===== src/rtl/mem_arb_pkg.sv =====
// Shared types for the two-master RAM arbiter (CPU on master 0, DMA on master 1).
package mem_arb_pkg;

  typedef enum logic [1:0] {
    IDLE    = 2'd0,
    LOCK1   = 2'd1,
    RELEASE = 2'd2
  } arb_state_t;

  typedef logic master_id_t;

  localparam master_id_t M_CPU = 1'b0;
  localparam master_id_t M_DMA = 1'b1;

endpackage


===== src/rtl/mem_arbiter_pick.sv =====
// Combinational two-way picker: fixed m0 > m1 priority, or round-robin against rr_last_i.
module arb_pick
  import mem_arb_pkg::*;
(
  input  logic       req0_i,
  input  logic       req1_i,
  input  logic       rr_mode_i,
  input  master_id_t rr_last_i,
  input  logic       mask0_i,
  input  logic       mask1_i,
  output logic       gnt0_o,
  output logic       gnt1_o
);

  logic req0_s;
  logic req1_s;

  assign req0_s = req0_i & mask0_i;
  assign req1_s = req1_i & mask1_i;

  // On a conflict round-robin favours whichever master was not granted last
  always_comb begin
    gnt0_o = 1'b0;
    gnt1_o = 1'b0;
    if (req0_s && req1_s) begin
      if (rr_mode_i && (rr_last_i == M_CPU)) begin
        gnt1_o = 1'b1;
      end else begin
        gnt0_o = 1'b1;
      end
    end else begin
      gnt0_o = req0_s;
      gnt1_o = req1_s;
    end
  end

endmodule


===== src/rtl/mem_arbiter.sv =====
// Single-port RAM arbiter for CPU (m0) and DMA (m1) with bounded DMA lock bursts.
// Define MEM_ARB_RR_EN to use round-robin instead of fixed priority in IDLE.
module mem_arbiter
  import mem_arb_pkg::*;
#(
  parameter int AW       = 32,
  parameter int DW       = 32,
  parameter int MAX_LOCK = 16
) (
  input  logic            clk,
  input  logic            reset,
  input  logic            m0_req,
  input  logic            m0_we,
  input  logic [AW-1:0]   m0_addr,
  input  logic [DW-1:0]   m0_wdata,
  input  logic [DW/8-1:0] m0_wmask,
  output logic            m0_gnt,
  output logic            m0_rvalid,
  output logic [DW-1:0]   m0_rdata,
  input  logic            m1_req,
  input  logic            m1_we,
  input  logic [AW-1:0]   m1_addr,
  input  logic [DW-1:0]   m1_wdata,
  input  logic [DW/8-1:0] m1_wmask,
  input  logic            m1_lock,
  output logic            m1_gnt,
  output logic            m1_rvalid,
  output logic [DW-1:0]   m1_rdata,
  output logic [AW-1:0]   mem_addr,
  output logic [DW-1:0]   mem_wdata,
  output logic            mem_we,
  output logic [DW/8-1:0] mem_wmask,
  input  logic [DW-1:0]   mem_rdata
);

  localparam int MW = DW / 8;
  localparam int CW = $clog2(MAX_LOCK + 1);

  arb_state_t    state_q;
  logic [CW-1:0] lock_cnt_q;
  logic [CW-1:0] lock_cnt_d;
  logic          rsp_valid_q;
  master_id_t    rsp_id_q;
  master_id_t    rr_last_q;

  logic rr_mode_s;
  logic pick0_s;
  logic pick1_s;
  logic read_gnt_s;

`ifdef MEM_ARB_RR_EN
  assign rr_mode_s = (state_q == IDLE);
`else
  assign rr_mode_s = 1'b0;
`endif

  // m0 is masked only while m1 holds the lock; RELEASE falls back to m0 priority
  arb_pick u_pick (
    .req0_i    (m0_req),
    .req1_i    (m1_req),
    .rr_mode_i (rr_mode_s),
    .rr_last_i (rr_last_q),
    .mask0_i   (state_q != LOCK1),
    .mask1_i   (1'b1),
    .gnt0_o    (pick0_s),
    .gnt1_o    (pick1_s)
  );

  assign m0_gnt = pick0_s & reset;
  assign m1_gnt = pick1_s & reset;

  // Route the granted master's request onto the RAM port
  always_comb begin
    mem_addr  = m0_addr;
    mem_wdata = {DW{1'b0}};
    mem_we    = 1'b0;
    mem_wmask = {MW{1'b0}};
    if (m0_gnt) begin
      mem_wdata = m0_wdata;
      mem_we    = m0_we;
      mem_wmask = m0_we ? m0_wmask : {MW{1'b0}};
    end else if (m1_gnt) begin
      mem_addr  = m1_addr;
      mem_wdata = m1_wdata;
      mem_we    = m1_we;
      mem_wmask = m1_we ? m1_wmask : {MW{1'b0}};
    end else begin
      mem_addr  = m0_addr;
    end
  end

  assign read_gnt_s = (m0_gnt & ~m0_we) | (m1_gnt & ~m1_we);
  assign lock_cnt_d = (lock_cnt_q == CW'(MAX_LOCK)) ? lock_cnt_q : lock_cnt_q + CW'(1);

  assign m0_rvalid = rsp_valid_q & (rsp_id_q == M_CPU);
  assign m1_rvalid = rsp_valid_q & (rsp_id_q == M_DMA);
  assign m0_rdata  = mem_rdata;
  assign m1_rdata  = mem_rdata;

  // Lock FSM, read-response tracking and round-robin history
  always_ff @(posedge clk or negedge reset) begin
    if (!reset) begin
      state_q     <= IDLE;
      lock_cnt_q  <= {CW{1'b0}};
      rsp_valid_q <= 1'b0;
      rsp_id_q    <= M_CPU;
      rr_last_q   <= M_DMA;
    end else begin
      rsp_valid_q <= read_gnt_s;
      rsp_id_q    <= m1_gnt ? M_DMA : M_CPU;
      if (m0_gnt) begin
        rr_last_q <= M_CPU;
      end else if (m1_gnt) begin
        rr_last_q <= M_DMA;
      end
      case (state_q)
        IDLE: begin
          if (m1_gnt && m1_lock) begin
            state_q    <= LOCK1;
            lock_cnt_q <= CW'(1);
          end else begin
            lock_cnt_q <= {CW{1'b0}};
          end
        end
        LOCK1: begin
          if (!m1_req) begin
            state_q    <= IDLE;
            lock_cnt_q <= {CW{1'b0}};
          end else if (m1_gnt) begin
            // Reaching the bound hands the next cycle to the CPU regardless of m1_lock
            if (lock_cnt_d == CW'(MAX_LOCK)) begin
              state_q    <= RELEASE;
              lock_cnt_q <= lock_cnt_d;
            end else if (!m1_lock) begin
              state_q    <= IDLE;
              lock_cnt_q <= {CW{1'b0}};
            end else begin
              lock_cnt_q <= lock_cnt_d;
            end
          end
        end
        RELEASE: begin
          state_q    <= IDLE;
          lock_cnt_q <= {CW{1'b0}};
        end
        default: begin
          state_q    <= IDLE;
          lock_cnt_q <= {CW{1'b0}};
        end
      endcase
    end
  end

endmodule


===== config.mk =====
export PLATFORM = sky130hd
export DESIGN_NAME = mem_arbiter
export DESIGN_NICKNAME = d
export VERILOG_FILES = /design/src/rtl/mem_arb_pkg.sv /design/src/rtl/mem_arbiter_pick.sv /design/src/rtl/mem_arbiter.sv
export SDC_FILE = /design/constraint.sdc
export NUM_CORES = 1
export LEC_CHECK = 0
export CAP_MARGIN = 10
export CELL_PAD_IN_SITES_DETAIL_PLACEMENT = 1
export CELL_PAD_IN_SITES_GLOBAL_PLACEMENT = 2
export CORE_MARGIN = 1
export CORE_UTILIZATION = 10
export DETAILED_ROUTE_END_ITERATION = 8
export GPL_TIMING_DRIVEN = 0
export HOLD_SLACK_MARGIN = 0.02
export PLACE_DENSITY = 0.95
export SYNTH_ARGS = -nofsm -noshare
export SYNTH_HDL_FRONTEND = slang
export SYNTH_SLANG_ARGS = --single-unit

===== constraint.sdc =====
create_clock -name clk -period 1.6 [get_ports clk]
set_input_delay 0.32 -clock clk [delete_from_list [all_inputs] [get_ports clk]]
set_output_delay 0.32 -clock clk [all_outputs]
set_load 0.02 [all_outputs]

==> reports/results.tsv <==
stage	metric	value	unit
outcome	status	finished with violations	
outcome	violations	negative setup slack	
routing	drcViolationCount	0	
logic_synthesis	synth_nets	388	
routing	vias	2867	
timing	clock_skew	0.00401	ns
floorplan	ios	312	
clocking	clock_sinks	9	
logic_synthesis	ys_seq_area_share	12.2	%
clocking	tritoncts.num_buffers	3	
grt	gr-total-overflow	0	
worst_setup_path	r2r_slack	-0.22	ns
logic_synthesis	synth.avg_cell_area	8.75	sq um
timing	drv_slew	0	
worst_setup_path	end_kind	primary output	
power_and_ir_drop	ir_drop	255	uV
logic_synthesis	yosys.area.top_type	buf_4	
logic_synthesis	synth_cell_types	40	
timing	max_freq	453	MHz
grt	grtUsageMet1	11.0	%
logic_synthesis	synth_cells	211	
timing	fin_crit_sh	138	%
placed_design	gp_congestion	0.718	
worst_setup_path	required	1.28	ns
logic_synthesis	synth_ff_type	dfrtp_1	
routing	routed_wl	12100	um
grt	grt_pass1_vias	2857	
clocking	cts_max_level	1	
clocking	clkLatencyLatePin	0.24	ns
logic_synthesis	ys_ff_latch	9	
floorplan	dieArea	19000	sq um
routing	ant_nets	0	
hold_path	hold_class	in -> reg	
power_and_ir_drop	cellPowerDensity	401	nW/um^2
timing	slew_headroom	67.7	%
routing	post_drt_wl_per_cell	16.2	um
placed_design	dp_hpwl	9880	um
floorplan	die_h	138	um
clocking	clock_path_buffers	2	
grt	grt_pass1_wl	15400	um
grt	grt_use_total	10.7	%
worst_setup_path	cp_max_fo	4	
timing	min_period	2.21	ns
worst_setup_path	crit_path_start_kind	register	
finish	fillers	2025	
logic_synthesis	yosys_warnings	0	
logic_synthesis	yosysMostFrequentCell	buf_4	
run	cap_viol_max_count	0	
clocking	cts_root_buf	clkbuf_16	
logic_synthesis	synth_commonest_cells	buf_4 (67), a22o_1 (33), mux2_2 (33)	
placed_design	post-place-ws	-1.93	ns
logic_synthesis	ys_async_sr_fraction	100	%
routing	drtPass1Iterations	4	
logic_synthesis	syn_area	1850	sq um
finish	area_delta_synth_final	215	%
timing	hold_violations	0	
worst_setup_path	crit_arrival	1.89	ns
power_and_ir_drop	power	2330	uW
finish	drive_gt1_share	49.8	%
grt	grt.busiest_layer	met2	
grt	met2_usage	22.3	%
timing	tightest_slew	0.483	ns
grt	antenna_found_initial	0	
finish	n_antenna_cell	0	
power_and_ir_drop	leakagePower	0.00260	uW
clocking	cts.clk_slew.worst_paths	0.04	ns
clocking	cts_tree	yes	
floorplan	die_w	138	um
grt	use_met3	2.19	%
routing	drt-initial-drc-count	60	
logic_synthesis	yosys-top-cells-area	buf_4 (27%), mux2_2 (20%), a22o_1 (16%)	
timing	timing.final.ws_setup	-0.608	ns
floorplan	start_util	10.2	%
logic_synthesis	synth_edf_count	0	
timing	setup_viol	76	
worst_setup_path	worst-setup-path-type	reg -> out	
floorplan	rows	49	
routing	vias_per_cell	3.85	
grt	grt_max_degree	11	
placed_design	io_buffers	279	
floorplan	coreArea	18000	sq um
logic_synthesis	netlist.area_leader.share	27.2	%
timing	rsz0062_at_grt	true	
finish	finalNetCount	694	
-- where the power goes --
part | internal, uW | total [uW] | switching, uW
registers | 235 | 242 | 7.04
logic | 1000 | 1640 | 640
clock network | 333 | 445 | 111
total | 1570 | 2330 | 759
-- path summary, 6_finish.rpt --
kind	from	end	cells past startpoint
max	state_q[1]$_DFFE_PN0P_	mem_addr[1]	8
min	reset	state_q[1]$_DFFE_PN0P_	3
max reg2reg	lock_cnt_q[0]$_DFFE_PN0P_	lock_cnt_q[4]$_DFFE_PN0P_	6
min reg2reg	lock_cnt_q[3]$_DFFE_PN0P_	lock_cnt_q[3]$_DFFE_PN0P_	1
max in group asynchronous	reset	state_q[0]$_DFFE_PN0P_	2
min in group asynchronous	reset	lock_cnt_q[3]$_DFFE_PN0P_	2
-- routing by layer --
layer  wire length, um  vias to the layer above
met5                 0                        -
li1                  -                     1334
met2              6830                      170
met4                50                        0
met1              3940                     1356
met3              1260                        7
-- kinds of logic (layout without fill, tap and decap cells) --
kind of cell    count (synthesis)  count (layout)  synth area share [%]
buf+inv                        86             391                  32.0
compound gates                 56              56                  25.9
mux                            33              33                  20.1
simple gates                   24              24                  7.93
flops                           9               9                  12.2
fa+ha+maj                       2               2                  1.35
xor+xnor                        1               1                 0.474
-- critical path: stages, from the launching register on --
cell      delay (ns)
dfrtp_1         0.37
nand2b_4        0.16
a211oi_4        0.20
buf_6           0.16
buf_4           0.11
buf_6           0.11
buf_4           0.11
mux2_4          0.29
buf_6           0.13
-- state kept, by name (all words and copies together), names as in the netlist --
register / flops
lock_cnt_q: 5
rsp_id_q: 1
rsp_valid_q: 1
state_q: 2
-- area by class of cell --
class                   count  area [sq um]  share of cell area, %
clock buffers               4          78.8                   1.36
multi-input cells         116          1480                   25.5
well taps                 229           287                   4.93
plain buffers              78           692                   11.9
flip-flops and latches      9           229                   3.94
repair buffers            301          3010                   51.9
inverters                   8          30.0                  0.517
-- per-stage QoR --
stage	instances	cell area, sq um	utilization (%)	hold WS, ns	setup TNS [ns]
3_5_place_dp	719	5340	29.6	0.538	-134.50
2_1_floorplan	211	2260	-	0.0244	-7.81
5_1_grt	745	5810	32.2	0.509	-43.00
4_1_cts	738	5600	31.1	0.474	-36.80
6_report	745	5810	32.2	0.486	-37.41
3_3_place_gp	719	5340	29.6	0.524	-133.22
-- placed cells by master (no fill, tap or decap), types with 2 or more instances in the layout --
cell type,instances
dfrtp_1,6
buf_2,14
a32o_2,4
inv_2,2
and3_2,2
clkdlybuf4s15_2,19
mux2_4,32
nand3b_1,2
a21oi_1,3
o21ai_0,2
clkdlybuf4s50_1,203
buf_8,2
inv_1,6
dfrtp_2,3
nand3_1,4
buf_12,6
a31oi_1,2
buf_6,44
a22o_4,28
a22o_1,5
buf_4,82
clkbuf_16,6
nor2_1,4
nor2b_1,2
dlygate4sd2_1,4
ha_4,2
-- timing repair --
action	4_1_cts	5_1_grt
endpoints found under the hold margin	9	0
gates resized for setup	359	39
setup endpoints to repair	82	76
pin swaps	6	6
gates cloned	1	2
setup buffers	13	5
hold buffers	1	0
Power figures use the tool's default switching activity.
